--- src/rtl/mdu_pkg.sv ---
// mdu_pkg: shared definitions for the iterative multiply/divide unit.
//   - op encodings for the op[1:0] input of mult_div_unit
//   - FSM state type
package mdu_pkg;

  localparam logic [1:0] OP_MULT  = 2'b00;
  localparam logic [1:0] OP_DIV   = 2'b01;
  localparam logic [1:0] OP_MULTU = 2'b10;
  localparam logic [1:0] OP_DIVU  = 2'b11;

  typedef enum logic [1:0] {
    IDLE = 2'd0,
    RUN  = 2'd1,
    FIN  = 2'd2
  } mduState_e;

endpackage

--- src/rtl/mdu_sign_fix.sv ---
// mdu_sign_fix: combinational conditional two's-complement negate.
// Ports:
//   negate  in  1  when high, result = -value
//   value   in  N  operand
//   result  out N  value or its two's complement
module mdu_sign_fix #(
  parameter int N = 32
) (
  input  logic         negate,
  input  logic [N-1:0] value,
  output logic [N-1:0] result
);

  assign result = negate ? (~value + 1'b1) : value;

endmodule

--- src/rtl/mult_div_unit.sv ---
// mult_div_unit: iterative multiply/divide with HI/LO result registers.
// One result bit per cycle; mult is shift-add on magnitudes, div is
// restoring division on magnitudes, signs are fixed up in FIN.
// Ports:
//   clock     in   rising-edge clock
//   reset     in   synchronous active-high reset
//   start     in   request, sampled only in IDLE
//   op        in   op[0]: 0 mult / 1 div; op[1]: unsigned (macro only)
//   op_a      in   multiplicand / dividend
//   op_b      in   multiplier / divisor
//   busy      out  state != IDLE
//   done      out  one-cycle pulse, hi/lo valid while high
//   hi        out  product upper half / remainder
//   lo        out  product lower half / quotient
//   div_zero  out  last div had a zero divisor
// Build option: define MULT_DIV_UNSIGNED_EN to enable multu/divu via op[1].
//
// state | meaning
// IDLE  | waiting for start; hi/lo hold the last result
// RUN   | one shift-add / restoring-divide step per cycle
// FIN   | sign fix-up, write hi/lo (or flag divide-by-zero), pulse done
module mult_div_unit import mdu_pkg::*; #(
  parameter int WIDTH = 32
) (
  input  logic             clock,
  input  logic             reset,
  input  logic             start,
  input  logic [1:0]       op,
  input  logic [WIDTH-1:0] op_a,
  input  logic [WIDTH-1:0] op_b,
  output logic             busy,
  output logic             done,
  output logic [WIDTH-1:0] hi,
  output logic [WIDTH-1:0] lo,
  output logic             div_zero
);

  localparam int CW = $clog2(WIDTH + 1);

  mduState_e          state;
  logic [CW-1:0]      count;
  // mult: {partial product, remaining multiplier bits}
  // div:  {partial remainder, remaining dividend bits / quotient}
  logic [2*WIDTH-1:0] acc;
  logic [WIDTH-1:0]   operand;
  logic               isDiv;
  logic               signA;
  logic               signB;
  logic               zeroDiv;

  logic               unsignedOp;
  logic               opSignA;
  logic               opSignB;
  logic [WIDTH-1:0]   magA;
  logic [WIDTH-1:0]   magB;

`ifdef MULT_DIV_UNSIGNED_EN
  assign unsignedOp = op[1];
`else
  logic unusedOpBit;
  assign unusedOpBit = op[1];
  assign unsignedOp  = 1'b0;
`endif

  assign opSignA = ~unsignedOp & op_a[WIDTH-1];
  assign opSignB = ~unsignedOp & op_b[WIDTH-1];
  assign magA    = opSignA ? (~op_a + 1'b1) : op_a;
  assign magB    = opSignB ? (~op_b + 1'b1) : op_b;

  // Shift-add step: add multiplicand when the current multiplier bit is set,
  // then shift the whole accumulator right keeping the carry.
  logic [WIDTH:0]     mulSum;
  logic [2*WIDTH-1:0] mulNext;
  assign mulSum  = {1'b0, acc[2*WIDTH-1:WIDTH]} + {1'b0, (acc[0] ? operand : {WIDTH{1'b0}})};
  assign mulNext = {mulSum, acc[WIDTH-1:1]};

  // Restoring step: the shifted remainder needs WIDTH+1 bits for the compare,
  // but after a successful subtract it always fits back into WIDTH bits.
  logic [WIDTH:0]     remShift;
  logic               remGe;
  logic [WIDTH-1:0]   remDiff;
  logic [2*WIDTH-1:0] divNext;
  assign remShift = {acc[2*WIDTH-1:WIDTH], acc[WIDTH-1]};
  assign remGe    = remShift >= {1'b0, operand};
  assign remDiff  = remShift[WIDTH-1:0] - operand;
  assign divNext  = {(remGe ? remDiff : remShift[WIDTH-1:0]), acc[WIDTH-2:0], remGe};

  logic [2*WIDTH-1:0] prodFix;
  logic [WIDTH-1:0]   quotFix;
  logic [WIDTH-1:0]   remFix;

  mdu_sign_fix #(.N(2*WIDTH)) uProdFix (
    .negate(signA ^ signB),
    .value (acc),
    .result(prodFix)
  );

  mdu_sign_fix #(.N(WIDTH)) uQuotFix (
    .negate(signA ^ signB),
    .value (acc[WIDTH-1:0]),
    .result(quotFix)
  );

  // Remainder follows the dividend sign so division truncates toward zero.
  mdu_sign_fix #(.N(WIDTH)) uRemFix (
    .negate(signA),
    .value (acc[2*WIDTH-1:WIDTH]),
    .result(remFix)
  );

  assign busy = (state != IDLE);

  always_ff @(posedge clock) begin
    if (reset) begin
      state    <= IDLE;
      count    <= '0;
      acc      <= '0;
      operand  <= '0;
      isDiv    <= 1'b0;
      signA    <= 1'b0;
      signB    <= 1'b0;
      zeroDiv  <= 1'b0;
      done     <= 1'b0;
      hi       <= '0;
      lo       <= '0;
      div_zero <= 1'b0;
    end else begin
      done <= 1'b0;
      case (state)
        IDLE: begin
          if (start) begin
            isDiv <= op[0];
            signA <= opSignA;
            signB <= opSignB;
            count <= CW'(WIDTH);
            if (op[0]) begin
              acc     <= {{WIDTH{1'b0}}, magA};
              operand <= magB;
            end else begin
              acc     <= {{WIDTH{1'b0}}, magB};
              operand <= magA;
            end
            if (op[0] && (op_b == '0)) begin
              zeroDiv <= 1'b1;
              state   <= FIN;
            end else begin
              zeroDiv <= 1'b0;
              state   <= RUN;
            end
          end
        end
        RUN: begin
          acc   <= isDiv ? divNext : mulNext;
          count <= count - 1'b1;
          if (count == CW'(1)) state <= FIN;
        end
        FIN: begin
          if (zeroDiv) begin
            div_zero <= 1'b1;
          end else begin
            div_zero <= 1'b0;
            if (isDiv) begin
              hi <= remFix;
              lo <= quotFix;
            end else begin
              hi <= prodFix[2*WIDTH-1:WIDTH];
              lo <= prodFix[WIDTH-1:0];
            end
          end
          done  <= 1'b1;
          state <= IDLE;
        end
        default: state <= IDLE;
      endcase
    end
  end

endmodule

--- config.mk ---
export PLATFORM = sky130hd
export DESIGN_NAME = mult_div_unit
export DESIGN_NICKNAME = d
export VERILOG_FILES = /design/src/rtl/mdu_pkg.sv /design/src/rtl/mdu_sign_fix.sv /design/src/rtl/mult_div_unit.sv
export SDC_FILE = /design/constraint.sdc
export NUM_CORES = 1
export LEC_CHECK = 0
export ABC_AREA = 1
export CAP_MARGIN = 10
export CORE_UTILIZATION = 40
export CTS_CLUSTER_DIAMETER = 80
export DETAILED_ROUTE_END_ITERATION = 8
export SLEW_MARGIN = 20
export SYNTH_ARGS = -nofsm -noshare
export SYNTH_HDL_FRONTEND = slang
export SYNTH_HIERARCHICAL = 1
export SYNTH_SLANG_ARGS = --single-unit
--- constraint.sdc ---
create_clock -name clock -period 2.3 [get_ports clock]
set_clock_uncertainty 0.05 [all_clocks]
set_input_delay 0.23 -clock clock [delete_from_list [all_inputs] [get_ports clock]]
set_output_delay 0.23 -clock clock [all_outputs]
set_load 0.02 [all_outputs]
==> flow_results.org, run 1 <==
** Synth
- Post-synthesis async set-or-reset flop share :: 0%
- Sequential fraction of the synthesis area :: 17.4%
- The synthesized design contains 174 register bits.
- Most numerous cell in the Yosys netlist :: nand2_1
- In this run the cell area of the synthesized design comes to 20100 sq um.
- Per-instance average area after synthesis :: 5.54 sq um
- Count of mapped cells out of synthesis :: 3623
- Ranked by instance count, the synthesized netlist is headed by nand2_1 (1225), inv_1 (464), nor2_1 (388), nand3_1 (257), o21ai_0 (191).
- Synth warnings :: 6
- After synthesis, the netlist uses 54 different library cells.
- In this run, synthesis inferred 0 flip-flops with an integrated enable.
- Cell taking the most area after synthesis :: nand2_1
- Number of nets in the synthesized netlist :: 3765
- By area the synthesized netlist is led by nand2_1 (23%), dfxtp_1 (17%), inv_1 (8.7%).
- Primary flip-flop cell chosen by synthesis mapping :: dfxtp_1
- Proportion of netlist area held by the largest area contributor :: 22.9%

** Die
- Number of top-level design ports :: 136
- The die covers 51100 sq um.
- DIE WIDTH :: 226 microns
- Core Area :: 49300 sq um
- The die is 226 microns tall.
- Initial Util :: 40.8%
- After floorplanning, the core was divided into 81 placement rows.

** Hold path
- Worst Hold Endpoint :: acc[23]
- Hold wc startpoint :: reset
- In this run the worst hold path is classified as primary input to flip-flop.
- Worst Hold Path Cells :: 4

** Global route
- The number of global-route vias before repair is 22900.
- Met2 GRT Util :: 53.6%
- Global routing used 4.42% of the available met3 tracks.
- Number of antenna violations at the first check in global routing :: 0
- Entering global routing, the biggest net connects 99 pins.
- Busiest layer in global routing :: met2
- Global-route wire length before repair :: 126000 microns
- Combined global-route utilization of all metal layers :: 32.1%
- GR Overflow Total :: 0
- Grt met1 use :: 41.8%

** STA
- RSZ-0062 raised after global routing :: true
- Clock period minus worst slack :: 2400 ps
- Period utilisation layout :: 104%
- Worst slew pin tran :: 642 ps
- The final count of hold timing violations came to 0.
- The final max-slew violation count came to 0.
- Accumulated negative setup slack :: -862 ps
- Relative slew margins :: 57.2%
- Setup violations remaining at the end of the flow were counted as 20.
- For this run, the top clock speed supported by timing is 417 MHz.
- Hold is met by 147 ps.
- In the post-route analysis, the smallest setup slack over all paths is -100 ps.

** Detailed routing
- After detailed routing, the average wire length per cell comes to 17.5 microns.
- Before antenna repair, the detailed router went through 6 iterations.
- Once detail routing completed, the nets flagged for antenna violations numbered 0.
- After the first detailed-routing iteration, the DRC count stood at 2367.
- The routed design has 84300 microns of wire.
- Total DRC errors in the routed layout :: 0
- Detailed-route via count :: 25100
- Via/cell ratio :: 5.20

** Clock network
- TritonCTS built the clock tree.
- Buffers inserted to repair hold after CTS numbered 0.
- After clock tree synthesis, the clock-pin slew on the worst setup and hold paths is 80 ps.
- The H-tree was split into 4 levels.
- The later pin in the worst-skew pair is clocked with a latency of 520 ps.
- CTS placed an instance of clkbuf_16 at the clock tree root.
- The longest clock path from root to sink contains 2 buffers.
- Inserted Clock Buffers :: 17
- TritonCTS Sinks :: 174

** Outcome
- Failing checks :: setup timing
- The flow ran to the end, but the final reports show violations.

** Finish
- Of the cells placed in the final design, the portion with a size suffix greater than 1 is 23.1%.
- From synthesis to final layout, the design area changed by 38.3%.
- At the end of the flow the core is filled with cells to 56.4%.
- Filler cell count :: 5105
- Final instance count without filler cells :: 4826
- Total inserted antenna cells :: 0
- Net count reported at finish :: 4291

** Critical path
- In this run the critical register-to-register path is launched from acc[0].
- Setup CP Type :: flip-flop to flip-flop
- STA puts the critical path data required time at 2680 ps.
- The worst register-to-register path has a depth of 16.
- In this run the critical register-to-register path is captured at acc[51].
- Critical Path Start Type :: flip-flop
- Setup slack of the most critical reg-to-reg path :: -100 ps
- The worst setup path is captured at a flip-flop.
- Data on the critical path arrives at its endpoint at 2780 ps.
- Along the worst path, the maximum fanout reaches 4.

** Placed design
- The congestion estimate from routability-driven global placement came to 0.994.
- DP Worst Slack :: -276 ps
- Cell count after placement :: 4772
- Once detailed placement completed, the half-perimeter wirelength came to 66700 microns.
- Port buffering added 134 buffers.

** Power
- For this design the static power due to leakage is 13.9 nW.
- Max IR drop VDD :: 0.654 mV
- For this design the total switching power over the nets is 7.52 mW.
- The internal power of the cells totals 8.33 mW.
- Clock share of power :: 19.4%
- Per report_power, the sequential group accounts for 22.2% of the total.
- Net switching is 47.5% of the power.
- Combinational cell fraction of total power :: 58.4%
- In this run the power density over the cells is 571 nW/um^2.

** Job
- Max-cap check violation count :: 0
==> routing by layer <==
metal	up-vias	wire [microns]	part of all wire, %
li1	12600	-	-
met1	11500	36700	44
met2	838	39300	47
met3	146	5210	6.2
met4	0	3030	3.6
met5	-	0	0
==> power by group through the flow <==
stage	sequential, mW	combinational (mW)	clock (mW)
after global routing	3.56	10.1	3.23
after floorplan	3.66	5.25	0
final	3.53	9.26	3.07
after global placement	3.57	8.64	0
after detailed placement	3.57	8.67	0
after CTS	3.51	8.86	3.12
==> repair_timing <==
action	in CTS	in global routing
gates cloned	1	1
buffers inserted	5	15
gates resized for setup	122	212
pin swaps	29	56
setup endpoints to repair	41	53
==> how the worst max path moves through the flow <==
| stage | endpoint | from | depth (start not counted) |
|---|---|---|---|
| 2_1_floorplan | acc[59] | acc[0] | 20 |
| 3_3_place_gp | acc[22] | op_b[0] | 15 |
| 3_5_place_dp | acc[22] | op_b[0] | 15 |
| 4_1_cts | acc[62] | acc[0] | 16 |
| 5_1_grt | acc[51] | acc[0] | 15 |
| 6_report | acc[51] | acc[0] | 16 |
==> state kept, by name (all words and copies together), names as in the netlist <==
signal,flops
done,1
div_zero,1
hi,32
state,2
lo,32
signB,1
operand,32
acc,64
signA,1
isDiv,1
zeroDiv,1
count,6
==> placed cells by master (no fill, tap or decap), types with 48 or more instances in the layout <==
cell type,n
a31oi_1,76
nand2_2,95
xnor2_1,54
nand2_1,1153
clkdlybuf4s50_1,133
ha_4,54
nor2_2,48
buf_4,481
nand4_1,58
dfxtp_1,140
o21ai_0,183
a21oi_1,151
nand3_1,245
nor2_1,356
inv_1,436
xor2_1,66
==> critical path, stage by stage, from the launching register on <==
cell and delay [ps]:
dfxtp_4 380, nand2_2 70, inv_2 70, ha_4 130, inv_2 40, fa_2 380
inv_2 90, nand3_2 80, nand3_4 110, buf_6 110, nand4_1 180, nand3_1 140
nand2_1 70, nand3_2 60, nand2_1 50, nand3b_1 150, a21oi_1 140
==> cells by family (layout without fill, tap and decap cells) <==
group	Yosys count	count (layout)	share of synthesized area, %
xor+xnor	125	125	5.49
simple gates	2107	2107	45.6
buf+inv	612	1150	11.9
compound gates	532	533	15.1
fa+ha+maj	73	73	4.62
flops	174	174	17.4
==> final cells by class <==
class / count / area (sq um) / share of cell area, %
multi-input combinational: 2838 / 15600 / 56.1
clock buffer: 17 / 425 / 1.53
clock inverter: 15 / 171 / 0.617
timing repair buffer: 640 / 5400 / 19.4
tap: 664 / 831 / 2.99
sequential: 174 / 3560 / 12.8
inverter: 478 / 1810 / 6.52
==> through the flow <==
step | power [mW] | instance area (sq um)
2_1_floorplan | 8.91 | 20100
4_1_cts | 15.5 | 26800
3_3_place_gp | 12.2 | 25500
5_1_grt | 16.9 | 27800
3_5_place_dp | 12.2 | 25500
6_report | 15.9 | 27800
Note: power is estimated with default switching activity, not from simulation.
==> inputs of run 2 (changes only) <==
--- a/config.mk
+++ b/config.mk
@@ -6,6 +6,7 @@
 export NUM_CORES = 1
 export LEC_CHECK = 0
 export ABC_AREA = 1
+export ABC_CLOCK_PERIOD_IN_PS = 2300
 export CAP_MARGIN = 10
 export CORE_UTILIZATION = 40
 export CTS_CLUSTER_DIAMETER = 80
@@ -15,3 +16,4 @@
 export SYNTH_HDL_FRONTEND = slang
 export SYNTH_HIERARCHICAL = 1
 export SYNTH_SLANG_ARGS = --single-unit
+export TNS_END_PERCENT = 30
==> flow_results.org, run 2 (same netlist as run 1, synthesis figures left out) <==
** Outcome
- Result of the run :: finished, violations left
- Failing checks :: setup timing

** Power
- IR analysis of the VDD net gives a maximum drop of 0.649 mV.
- The analysis attributes to cell leakage a power of 13.8 nW.
- Total power for the finished layout comes to 15.8 mW.
- In this run the power density over the cells is 572 nW/um^2.

** Die
- DIE WIDTH :: 226 microns
- In this run the count of I/O pins placed on the die edge is 136.
- Initial Util :: 40.8%
- The floorplan step set the die height to 226 microns.
- Number of core rows :: 81
- After floorplanning, the core was sized to cover 49300 sq um.
- Die Area :: 51100 sq um

** Global route
- Largest net degree at the start of global routing :: 99
- Combined global-route utilization of all metal layers :: 32.1%
- The number of global-route vias before repair came to 22800.
- The first global-routing pass estimated 125000 microns of wire.
- The number of antenna violations at the first check in global routing is 0.
- Global routing finished with a remaining overflow of 0.

** STA
- Relative slew margins :: 58.6%
- Accumulated negative setup slack :: -549 ps
- Number of hold-slack violations in the final timing report :: 0
- Setup repair after global routing could not meet its margin everywhere.
- Final number of max-transition violations :: 0
- Final Worst Setup Slack :: -107 ps
- Static timing analysis puts the maximum clock frequency at 415 MHz.
- Worst slew pin tran :: 621 ps
- Setup violations remaining at the end of the flow were counted as 16.
- The worst path in the final design needs a cycle of 2410 ps, including I/O delays and setup.
- Worst hold slack across all endpoints :: 140 ps
- Period utilisation layout :: 105%

** Critical path
- Measured in cells, the most critical reg-to-reg path has a length of 16.
- For this run, the slowest stage of the critical path takes 390 ps.
- Series of cell instances along the critical path :: nand2_2 > inv_2 > ha_4 > inv_2 > fa_2 > inv_2 > nand3_2 > nand3_4 > buf_6 > nand4_1 > nand3_1 > nand2_1 > nand3_2 > nand2_1 > nand3b_1 > a21oi_1
- STA classifies the critical path endpoint as a flip-flop.
- Along the worst path, the maximum fanout reaches 4.
- The slowest stage of the critical path is the fa_2 cell.
- Reg2reg end :: acc[51]
- Setup slack of the most critical reg-to-reg path :: -110 ps
- For the worst setup path, the data arrival time is 2790 ps.
- The setup path with the least slack is of type flip-flop to flip-flop.
- The startpoint identified for the worst register-to-register timing path is acc[0].
- Critical Path Start Type :: flip-flop
- STA puts the critical path data required time at 2680 ps.
- Most frequent cell on the critical path :: inv_2

** Clock network
- The H-tree was split into 4 levels.
- Buffers inserted to repair hold after CTS numbered 0.
- TritonCTS Sinks :: 174
- TritonCTS built the clock tree.
- The longest clock path from root to sink contains 2 buffers.
- Inserted Clock Buffers :: 17
- The tree is rooted in a clkbuf_16.
- Clk_lat worst skew :: 510 ps
- After clock tree synthesis, the clock-pin slew on the worst setup and hold paths is 80 ps.

** Placed design
- At the end of routability-driven placement, the weighted congestion stood at 0.994.
- Count of buffers from port buffering :: 134
- Placed wire-length estimate :: 66700 microns
- DP Worst Slack :: -276 ps

** Finish
- Leaving out fill and tap cells, the most frequent cell in the layout is nand2_1.
- Fill cells in the final layout number 5125.
- In the final layout, the share of cells above drive strength 1 is 22.9%.
- Register with the highest flop count :: acc
- FF/Latch Area :: 3550 sq um
- After the last flow step, the layout net total stands at 4286.
- Total inserted antenna cells :: 0
- The register with the most flip-flops in the layout has 64 of them.
- In the final layout, the multi-input gates occupy 15600 sq um.
- Cells fill 56.2% of the core in the end.
- Synth-to-layout area growth :: 38.0%
- In the layout the commonest cells are nand2_1 (1157), buf_4 (481), inv_1 (439).

** Hold path
- The tightest min-delay check is of the primary input to flip-flop type.
- The worst hold path terminates at acc[23].
- The worst hold path begins at reset.
- Worst Hold Path Cells :: 4

** Detailed routing
- Detailed routing placed a total of 38900 microns of wire on met2.
- Drt first pass iters :: 7
- In the routed design, unresolved DRC markers number 0.
- The highest metal layer carrying signal wires in the routed design is met4.
- The count of nets left with antenna violations once routing finished came out at 0.
- Via/cell ratio :: 5.19
- For this block, the routed nets add up to 84100 microns of wire.
- The detailed router placed 25000 vias in this run.
- For this block, the initial DRC count from the detailed router was 2325.
- After detailed routing, the wire length on met1 is 36300 microns.
- Metal3 WL :: 5510 microns
- In the final routed layout, each cell accounts on average for 17.4 microns.

** Job
- Max-cap check violation count :: 0
-- run 2: through the flow --
stage,std cells,instance area (sq um)
6_report,4821,27700
4_1_cts,4807,26800
2_1_floorplan,3623,20100
3_5_place_dp,4772,25500
5_1_grt,4821,27700
3_3_place_gp,4772,25500
-- run 2: metal layers --
layer  up-vias  GRT usage (%)
li1      12600              -
met4         0           12.2
met1     11400           41.7
met2       821           53.4
met3       160           4.32
met5         -              0
-- run 2: critical path: cells and delay by family (launching register included) --
kind                     cells  cell delay [ps]
AO/OA/AOI/OAI                1              150
adder cells (fa/ha/maj)      2              520
flip-flops                   1              380
AND/OR/NAND/NOR              9              940
buffers and inverters        4              300
-- run 2: layout make-up --
cell class / instances / area share (%)
timing repair buffer: 636 / 19.3
inverter: 478 / 6.53
clock inverter: 15 / 0.619
sequential: 174 / 12.8
multi-input combinational: 2837 / 56.2
clock buffer: 17 / 1.54
tap: 664 / 3.00
-- run 2: where the power goes --
| part | switching (mW) | internal, mW |
|---|---|---|
| Clock | 1.61 | 1.45 |
| Combinational | 5.61 | 3.64 |
| Sequential | 0.280 | 3.25 |
| Total | 7.51 | 8.34 |
-- run 2: worst max-delay path by stage --
stage	start	to	slack [ps]	cells after the start
6_report	acc[0]	acc[51]	-110	16
5_1_grt	acc[0]	acc[51]	-190	15
4_1_cts	acc[0]	acc[62]	-70	16
3_5_place_dp	op_b[0]	acc[22]	-280	15
3_3_place_gp	op_b[0]	acc[22]	-260	15
2_1_floorplan	acc[0]	acc[59]	4	20
-- run 2: timing repair --
item / CTS / global route
endpoints found under the hold margin: 0 / 0
endpoints found under the setup margin: 41 / 54
pin swaps: 21 / 42
setup buffers: 3 / 13
gates cloned: 0 / 1
resized for setup: 124 / 201
